File: src/rtl/spike_raster_buffer.sv
// -----------------------------------------------------------------------------
// spike_raster_buffer
//
// Purpose:
//   Runs on the neuron clock. Uses the neuron-clock generator's 8-bit slot
//   counter to sample one spike bit per neuron per sweep (128 neurons, two
//   slots each). Packs the bits into 32-bit raster words, four words per sweep.
//   Each word carries a {frame, word_idx} tag. Words are queued in a FIFO for
//   host readout. Words lost to a full FIFO are flagged and counted.
//
// Ports:
//   i_clk         neuron clock
//   i_reset       synchronous, active-high; clears all state
//   i_neuron_cnt  slot counter; neuron index = cnt[7:1]
//   i_spike_in    spike of neuron cnt[7:1], valid when cnt[0]==1
//   i_enable      level; request capture
//   i_clear_ovf   pulse; clears overflow flag and drop counter
//   i_rd_en       host read strobe
//   o_rd_data     raster word; bit b = neuron (word_idx*32 + b)
//   o_rd_tag      {frame, word_idx}
//   o_rd_valid    one-cycle pulse, read data valid (latency 1 after i_rd_en)
//   o_empty       FIFO empty
//   o_fifo_count  words stored
//   o_capturing   high while capturing or draining the final sweep
//   o_overflow    sticky; a word was dropped
//   o_drop_cnt    dropped words, saturating
// -----------------------------------------------------------------------------
module spike_raster_buffer #(
    parameter int DEPTH   = 16,
    parameter int FRAME_W = 10,
    localparam int AW     = $clog2(DEPTH)
) (
    input  logic               i_clk,
    input  logic               i_reset,
    input  logic [7:0]         i_neuron_cnt,
    input  logic               i_spike_in,
    input  logic               i_enable,
    input  logic               i_clear_ovf,
    input  logic               i_rd_en,
    output logic [31:0]        o_rd_data,
    output logic [FRAME_W+1:0] o_rd_tag,
    output logic               o_rd_valid,
    output logic               o_empty,
    output logic [AW:0]        o_fifo_count,
    output logic               o_capturing,
    output logic               o_overflow,
    output logic [15:0]        o_drop_cnt
);

    localparam logic [AW:0] C_FULL = (AW + 1)'(DEPTH);

    typedef enum logic [1:0] {S_IDLE, S_ARMED, S_CAPTURE, S_DRAIN} state_t;

    state_t               r_state, w_state_nxt;
    logic [FRAME_W-1:0]   r_frame;
    logic [31:0]          r_pack;
    logic [31:0]          r_mem_data [DEPTH];
    logic [FRAME_W+1:0]   r_mem_tag  [DEPTH];
    logic [AW-1:0]        r_wptr, r_rptr;
    logic [AW:0]          r_count;
    logic [31:0]          r_rd_data;
    logic [FRAME_W+1:0]   r_rd_tag;
    logic                 r_rd_valid;
    logic                 r_overflow;
    logic [15:0]          r_drop_cnt;

    logic [6:0]  w_idx;
    logic [4:0]  w_bit;
    logic [1:0]  w_word;
    logic        w_odd, w_sweep_start, w_sweep_end;
    logic        w_active, w_word_done, w_rd, w_wr_ok, w_drop;
    logic [31:0] w_wr_data;

    function automatic logic [15:0] sat_inc16(input logic [15:0] v);
        return (v == 16'hFFFF) ? v : v + 16'd1;
    endfunction

    assign w_idx         = i_neuron_cnt[7:1];
    assign w_bit         = w_idx[4:0];
    assign w_word        = w_idx[6:5];
    assign w_odd         = i_neuron_cnt[0];
    assign w_sweep_start = (i_neuron_cnt == 8'd0);
    // Slot 255 is the second slot of neuron 127: the last edge of a sweep.
    assign w_sweep_end   = (i_neuron_cnt == 8'hFF);

    assign w_active    = (r_state == S_CAPTURE) || (r_state == S_DRAIN);
    assign w_word_done = w_active && w_odd && (w_bit == 5'd31);
    // The final bit bypasses the pack register so the word is written this cycle.
    assign w_wr_data   = {i_spike_in, r_pack[30:0]};

    assign w_rd    = i_rd_en && (r_count != '0);
    // A pop on the same edge frees the slot the push lands in.
    assign w_wr_ok = w_word_done && ((r_count < C_FULL) || w_rd);
    assign w_drop  = w_word_done && !w_wr_ok;

    // FSM next state
    always_comb begin
        w_state_nxt = r_state;
        case (r_state)
            S_IDLE:    if (i_enable) w_state_nxt = S_ARMED;
            S_ARMED: begin
                if (!i_enable)          w_state_nxt = S_IDLE;
                else if (w_sweep_start) w_state_nxt = S_CAPTURE;
            end
            // Dropping enable on the very last slot ends the sweep directly;
            // otherwise the current sweep is finished in DRAIN.
            S_CAPTURE: if (!i_enable) w_state_nxt = w_sweep_end ? S_IDLE : S_DRAIN;
            S_DRAIN:   if (w_sweep_end) w_state_nxt = S_IDLE;
            default:   w_state_nxt = S_IDLE;
        endcase
    end

    always_ff @(posedge i_clk) begin
        if (i_reset) begin
            r_state <= S_IDLE;
            r_frame <= '0;
            r_pack  <= '0;
        end else begin
            r_state <= w_state_nxt;
            // The first sweep after arming keeps the current frame number.
            if ((r_state == S_CAPTURE) && w_sweep_start)
                r_frame <= r_frame + 1'b1;
            if (w_active && w_odd) begin
                if (w_bit == 5'd31) r_pack <= '0;
                else                r_pack[w_bit] <= i_spike_in;
            end
        end
    end

    // FIFO storage holds no reset; validity is tracked by the pointers.
    always_ff @(posedge i_clk) begin
        if (w_wr_ok && !i_reset) begin
            r_mem_data[r_wptr] <= w_wr_data;
            r_mem_tag[r_wptr]  <= {r_frame, w_word};
        end
    end

    always_ff @(posedge i_clk) begin
        if (i_reset) begin
            r_wptr     <= '0;
            r_rptr     <= '0;
            r_count    <= '0;
            r_rd_data  <= '0;
            r_rd_tag   <= '0;
            r_rd_valid <= 1'b0;
        end else begin
            r_rd_valid <= w_rd;
            if (w_rd) begin
                r_rd_data <= r_mem_data[r_rptr];
                r_rd_tag  <= r_mem_tag[r_rptr];
                r_rptr    <= r_rptr + 1'b1;
            end
            if (w_wr_ok) r_wptr <= r_wptr + 1'b1;
            case ({w_wr_ok, w_rd})
                2'b10:   r_count <= r_count + 1'b1;
                2'b01:   r_count <= r_count - 1'b1;
                default: r_count <= r_count;
            endcase
        end
    end

    // A drop on the same edge as clear_ovf wins and restarts the count at 1.
    always_ff @(posedge i_clk) begin
        if (i_reset) begin
            r_overflow <= 1'b0;
            r_drop_cnt <= '0;
        end else if (w_drop) begin
            r_overflow <= 1'b1;
            r_drop_cnt <= i_clear_ovf ? 16'd1 : sat_inc16(r_drop_cnt);
        end else if (i_clear_ovf) begin
            r_overflow <= 1'b0;
            r_drop_cnt <= '0;
        end
    end

    assign o_rd_data    = r_rd_data;
    assign o_rd_tag     = r_rd_tag;
    assign o_rd_valid   = r_rd_valid;
    assign o_empty      = (r_count == '0);
    assign o_fifo_count = r_count;
    assign o_capturing  = w_active;
    assign o_overflow   = r_overflow;
    assign o_drop_cnt   = r_drop_cnt;

endmodule
File: config.mk
export PLATFORM = sky130hd
export DESIGN_NAME = spike_raster_buffer
export DESIGN_NICKNAME = d
export VERILOG_FILES = /design/src/rtl/spike_raster_buffer.sv
export SDC_FILE = /design/constraint.sdc
export NUM_CORES = 1
export LEC_CHECK = 0
export ABC_CLOCK_PERIOD_IN_PS = 5300
export BUFFER_PORTS_ARGS = -buffer_cell sky130_fd_sc_hd__clkbuf_2
export CAP_MARGIN = 15
export CORE_MARGIN = 5
export CORE_UTILIZATION = 62
export DETAILED_ROUTE_END_ITERATION = 8
export PLACE_DENSITY = 0.76
export SLEW_MARGIN = 10
export SYNTH_ARGS = -nofsm -noshare
export SYNTH_HDL_FRONTEND = slang
export SYNTH_SLANG_ARGS = --single-unit
File: constraint.sdc
create_clock -name i_clk -period 5.3 [get_ports i_clk]
set_input_delay 1.06 -clock i_clk [delete_from_list [all_inputs] [get_ports i_clk]]
set_output_delay 1.06 -clock i_clk [all_outputs]
set_load 0.02 [all_outputs]
==> After elaboration in Yosys (flattened, before gate mapping) <==
Memory sizes are Yosys's and may differ from the RTL's. A register that Yosys moved wholly into a read port is not among the register bits.
Cells that the tools add are included.
{ "totals": {"output_inout_bits": 69, "in_bits": 14, "word_cells": 73, "register_bits": 75, "ram_bits": 704, "memories": 2} }
{ "memory_table": {"columns": ["name", "depth", "width", "read_ports", "rd_ports_with_merged_regs", "wr", "line_no", "text"], "rows": [
  ["r_mem_data", 16, 32, 1, 1, 1, "57", "logic [31:0] r_mem_data [DEPTH];"],
  ["r_mem_tag", 16, 12, 1, 1, 1, "58", "logic [FRAME_W+1:0] r_mem_tag [DEPTH];"]
]} }
{ "op_classes": {"n_eq_ne": 13, "n_reduce_logical": 20, "n_addsub": 6, "mux": 20, "n_lt_le_gt_ge": 3} }
{ "op_table": {"columns": ["op", "n"], "rows": [
  ["16-bit 2-to-1 mux", 4],
  ["32-bit bitwise mux", 1],
  ["32-bit 2-to-1 mux", 1],
  ["16-bit by 1-bit adder with 16-bit output (second input constant)", 1],
  ["16-bit == test (second input constant)", 1],
  ["2-bit 2-to-1 mux", 6],
  ["10-bit by 1-bit adder with 10-bit output (second input constant)", 1],
  ["5-bit one-hot mux with 2 select lines", 1],
  ["4-bit by 1-bit adder with 4-bit output (second input constant)", 2],
  ["8-bit == test (second input constant)", 1],
  ["1-bit logical AND", 8],
  ["8-bit zero test", 1],
  ["2-bit != test (second input constant)", 4],
  ["2-bit one-hot mux with 4 select lines", 1],
  ["2-bit == test (second input constant)", 3],
  ["5-bit by 6-bit < comparator with 1-bit output (second input constant)", 1],
  ["5-bit by 1-bit adder with 5-bit output (second input constant)", 1],
  ["1-bit demux with 5-bit select", 1],
  ["5-bit == test (second input constant)", 1],
  ["5-bit by 1-bit greater-or-equal comparator with 1-bit output (second input constant)", 1],
  ["5-bit zero test", 1],
  ["5-bit < comparator (second input constant)", 1],
  ["1-bit 2-to-1 mux", 5],
  ["5-bit nonzero test", 1],
  ["other kinds (9)", 13]
]} }

==> Depth between registers and ports, before layout <==
{ "depth": {"depth_word": 9, "ltp_mapped": 12, "depth_no_buf": 11} }

==> Worst setup path before layout <==
OpenSTA, ideal clock, no wires.
{ "synth_timing": {"kind": "input to register", "startpoint": "input port i_neuron_cnt[2]", "endpoint": "memory r_mem_data[3][0] (enable)", "n_path_buf": 1, "path_slack_ps": 830, "required_time_ps": 4854, "setup_ps": 446, "t_arrival_ps": 4025, "path_stages": 5, "path_cell_list": "clkbuf_1 nand4_1 nor3_2 nand2_1 nor2_1"} }
{ "synth_via": {"elab_chain_cells": 6} }
{ "synth_rtl": {"columns": ["item", "line_no", "text"], "rows": [
  ["from (decl)", "35", "input logic [7:0] i_neuron_cnt,"],
  ["5-bit == test", "87", "assign w_word_done = w_active && w_odd && (w_bit == 5'd31);"],
  ["1-bit logical AND", "87", null],
  ["1-bit logical AND", "93", "assign w_wr_ok = w_word_done && ((r_count < C_FULL) || w_rd);"],
  ["1-bit logical AND", "132", "if (w_wr_ok && !i_reset) begin"],
  ["1-bit 2-to-1 mux", "132", null],
  ["1-bit 2-to-1 mux (implied by the code)", "133", "r_mem_data[r_wptr] <= w_wr_data;"],
  ["to (decl)", "57", null]
]} }
Every way passes these cells.

==> Worst setup path in the final report <==
{ "layout_timing": {"startpoint": "input port i_neuron_cnt[1]", "endpoint": "memory r_mem_data[4][11] (enable)"} }
Same word-level chain as after synthesis.

==> results by group <==
Outcome
  • Status: finished clean

Floorplanning
  • Die area: 0.0549 mm^2
  • Area of the placeable core: 0.0500 mm^2
  • Number of cell rows: 82
  • Number of placed I/O pins: 83
  • Initial core utilization: 62.5%
  • Width of the chip: 234 um
  • Die span in y: 234 um

Setup path
  • Cell count of the worst reg-to-reg path: 5
  • Arrival time of the worst setup path: 3.76 ns
  • Element type at the critical path start: input port
  • Source of the worst register-to-register timing path: r_state[1]$_SDFFE_PP0P_
  • Data required time of the critical path: 5.55 ns
  • Type of destination of the critical path: register
  • Worst reg-to-reg setup slack: 1.82 ns
  • Top fanout value on the critical path: 32
  • Critical path class: in -> reg
  • End of the worst register-to-register path: r_mem_data[4][11]$_DFFE_PP_

Worst hold path
  • Hold-critical path depth: 1
  • Class of the tightest hold or removal check: reg -> reg
  • Endpoint with the worst hold slack: o_rd_data[18]$_SDFFE_PP0P_
  • Min-Delay Startpoint: o_rd_data[18]$_SDFFE_PP0P_

STA
  • Period utilization: 66.3%
  • Tmin final: 3.51 ns
  • Relative slew margins: 24.2%
  • Post-route setup TNS: 0 ns
  • Total setup violations reported at the end of the flow: 0
  • Unrepaired setup endpoints after global routing: no
  • Transition time at the pin with the least slew margin: 1.14 ns
  • Max Fclk: 285 MHz
  • Number of pins with negative max-slew slack in the final report: 0
  • Number of endpoints with negative hold slack in the final report: 0
  • Clock skew after layout: 0.0207 ns

Clock network
  • Clk buf depth: 3
  • Clock buffers created by TritonCTS: 81
  • Resized Gates After CTS: 0
  • CTS clock-pin slew for the worst setup and hold paths: 0.06 ns
  • Clock tree from TritonCTS: done
  • Clock net sink count: 822
  • Quantity of hold-fixing buffers added after cts: 0
  • Number of levels the H-tree was split into: 3
  • Worst-skew pair later-pin latency: 0.61 ns
  • Clock Tree Root: sky130_fd_sc_hd__clkbuf_16
  • Setup bufs post-CTS: 0

Finish
  • Layout cells sized above 1: 25.1%
  • Most frequent cells in the layout: 704 x sky130_fd_sc_hd__edfxtp_1, 176 x sky130_fd_sc_hd__mux4_2, 116 x sky130_fd_sc_hd__dfxtp_1
  • Most common library cell in the layout ignoring fill and taps: sky130_fd_sc_hd__edfxtp_1
  • Final net count: 1,764
  • Synthesis-to-finish area growth: 12.6%
  • Number of standard cells in the final layout excluding fillers: 2,479

GRT
  • Largest net degree at the start of global routing: 63
  • All-layer global routing usage: 26.7%
  • GRT Residual Overflow: 0
  • Initial antenna violation count: 5
  • Vias in the first global route: 16.4k
  • First-pass GRT wire length: 106,000 um

Logic synthesis
  • Mean cell area of the mapped netlist: 19.0 um^2
  • Post-synthesis sequential area ratio: 75.3%
  • Unique cell type count in the Yosys netlist: 52
  • Post-Syn Instances: 1,641
  • Register bit total from synthesis: 822
  • Synthesized net count: 1,667
  • Combined area of all synthesized cells: 0.0312 mm^2
  • Synthesis Warnings: 0
  • Share of the synthesized area in the top cell type: 67.7%
  • Number of flops mapped to enable cells by yosys: 704
  • Fraction of registers with async set/reset: 0%
  • Top post-synthesis cells by area: sky130_fd_sc_hd__edfxtp_1 68%, sky130_fd_sc_hd__mux4_2 13%, sky130_fd_sc_hd__dfxtp_1 7.6%
  • Most area-hungry cell type in the Yosys netlist: sky130_fd_sc_hd__edfxtp_1
  • Most used flip-flop cell after synthesis: sky130_fd_sc_hd__edfxtp_1

Placement
  • DP Cell Count: 2,327
  • Total half-perimeter wirelength after legalization and detailed placement: 41,400 um
  • Global placer's final weighted congestion: 0.836
  • Port bufs: 82

Routing
  • Final antenna-violating net count: 0
  • Initial drt markers: 2,329
  • Post-route DRC violation count: 0
  • Number of detailed-routing iterations run before antenna repair: 5
  • Vias per std cell: 6.62
  • Total number of vias: 16.4k
  • Sum of routed wire length over all layers: 71,600 um
  • Detailed-route wire length per cell: 28.9 um

Flow run
  • Maximum capacitance violations: 0

Pwr
  • Largest vdd supply drop: 0.000275 V
  • Total power density per cell area: 358 mW/mm^2
  • Lkg Pwr: 10.9 nW
==> per-layer routing <==
layer  track usage [%]  part of all wire [%]
met1              40.6                    40
met2              39.6                    46
met3              6.72                    12
met4              7.52                   2.3
met5                 0                     0
==> cells in the mapped netlist, types with 4 or more instances <==
library cell / number
sky130_fd_sc_hd__edfxtp_1: 704
sky130_fd_sc_hd__mux4_2: 176
sky130_fd_sc_hd__dfxtp_1: 118
sky130_fd_sc_hd__a22oi_1: 93
sky130_fd_sc_hd__nand2_1: 84
sky130_fd_sc_hd__nor2_1: 65
sky130_fd_sc_hd__clkbuf_1: 54
sky130_fd_sc_hd__nand3_1: 53
sky130_fd_sc_hd__a21oi_1: 45
sky130_fd_sc_hd__a22o_1: 44
sky130_fd_sc_hd__buf_2: 35
sky130_fd_sc_hd__o21ai_0: 15
sky130_fd_sc_hd__xor2_1: 15
sky130_fd_sc_hd__ha_1: 11
sky130_fd_sc_hd__inv_1: 10
sky130_fd_sc_hd__nor3_1: 10
sky130_fd_sc_hd__xnor2_1: 10
sky130_fd_sc_hd__buf_1: 9
sky130_fd_sc_hd__and3_1: 8
sky130_fd_sc_hd__or4_1: 8
sky130_fd_sc_hd__nor2b_1: 7
sky130_fd_sc_hd__or2_2: 7
sky130_fd_sc_hd__nand4_1: 6
sky130_fd_sc_hd__o211ai_1: 6
sky130_fd_sc_hd__a31oi_1: 4
sky130_fd_sc_hd__mux2i_1: 4
sky130_fd_sc_hd__nand2b_1: 4
==> cell type report <==
type / count / area [um^2]
multi-input combinational: 709 / 7400
sequential: 822 / 23500
clock buffer: 109 / 2290
inverter: 10 / 37.5
fill: 3029 / 14800
tap: 672 / 841
timing repair buffer: 114 / 763
clock inverter: 40 / 297
antenna: 3 / 7.51
==> flip-flops by register name (all words and copies together) (netlist names), 5 cells and up <==
| name | flops |
|---|---|
| r_frame | 10 |
| r_pack | 31 |
| r_mem_tag | 192 |
| r_mem_data | 512 |
| o_drop_cnt | 16 |
| o_rd_tag | 12 |
| o_fifo_count | 5 |
| o_rd_data | 32 |
==> worst max-delay path, cell delays in order <==
cell	delay, ns
sky130_fd_sc_hd__clkbuf_2	0.19
sky130_fd_sc_hd__nand4_1	0.35
sky130_fd_sc_hd__nor3_2	0.63
sky130_fd_sc_hd__nand2_1	0.46
sky130_fd_sc_hd__nor2_4	0.51
sky130_fd_sc_hd__buf_4	0.51
==> how the worst max path moves through the flow <==
stage | to | depth (start not counted) | start
final | r_mem_data[4][11]$_DFFE_PP_ | 6 | i_neuron_cnt[1]
after global routing | o_fifo_count[4]$_SDFFE_PP0P_ | 11 | i_neuron_cnt[1]
after CTS | r_mem_data[4][6]$_DFFE_PP_ | 5 | r_state[1]$_SDFFE_PP0P_
after detailed placement | r_mem_tag[4][7]$_DFFE_PP_ | 6 | i_neuron_cnt[1]
after global placement | r_mem_tag[4][7]$_DFFE_PP_ | 6 | i_neuron_cnt[3]
after floorplan | r_mem_data[3][0]$_DFFE_PP_ | 5 | i_neuron_cnt[2]
==> per-stage QoR <==
| step | setup slack, ns | hold slack (ns) | total power, mW | cell area (um^2) | util (%) |
|---|---|---|---|---|---|
| after detailed placement | 1.19 | 0.462 | 7.13 | 32500 | 65.1 |
| after CTS | 1.82 | 0.480 | 12.6 | 35100 | 70.3 |
| final | 1.79 | 0.475 | 12.6 | 35100 | 70.3 |
| after floorplan | 0.830 | 0.514 | 7.10 | 31200 | - |
| after global placement | 1.34 | 0.461 | 7.12 | 32500 | 65.1 |
| after global routing | 1.67 | 0.490 | 12.9 | 35100 | 70.3 |
==> cells by family (layout without fill, tap and decap cells) <==
group                      count (synthesis)  in the layout  synth area share (%)
muxes                                    180            180                  12.8
other                                      0              3                     0
adders and majority gates                 12             12                 0.505
DFF                                      822            822                  75.3
xor gates and xnor gates                  25             25                 0.702
and+or+nand+nor                          273            273                  4.16
AOI/OAI and AO/OA                        219            219                  4.99
buffers and inverters                    110            273                  1.51
==> power breakdown <==
| part | switching [mW] | internal [mW] |
|---|---|---|
| clock network | 2.39 | 3.19 |
| registers | 0.00223 | 6.92 |
| logic | 0.0515 | 0.0134 |
Power figures use the tool's default switching activity.
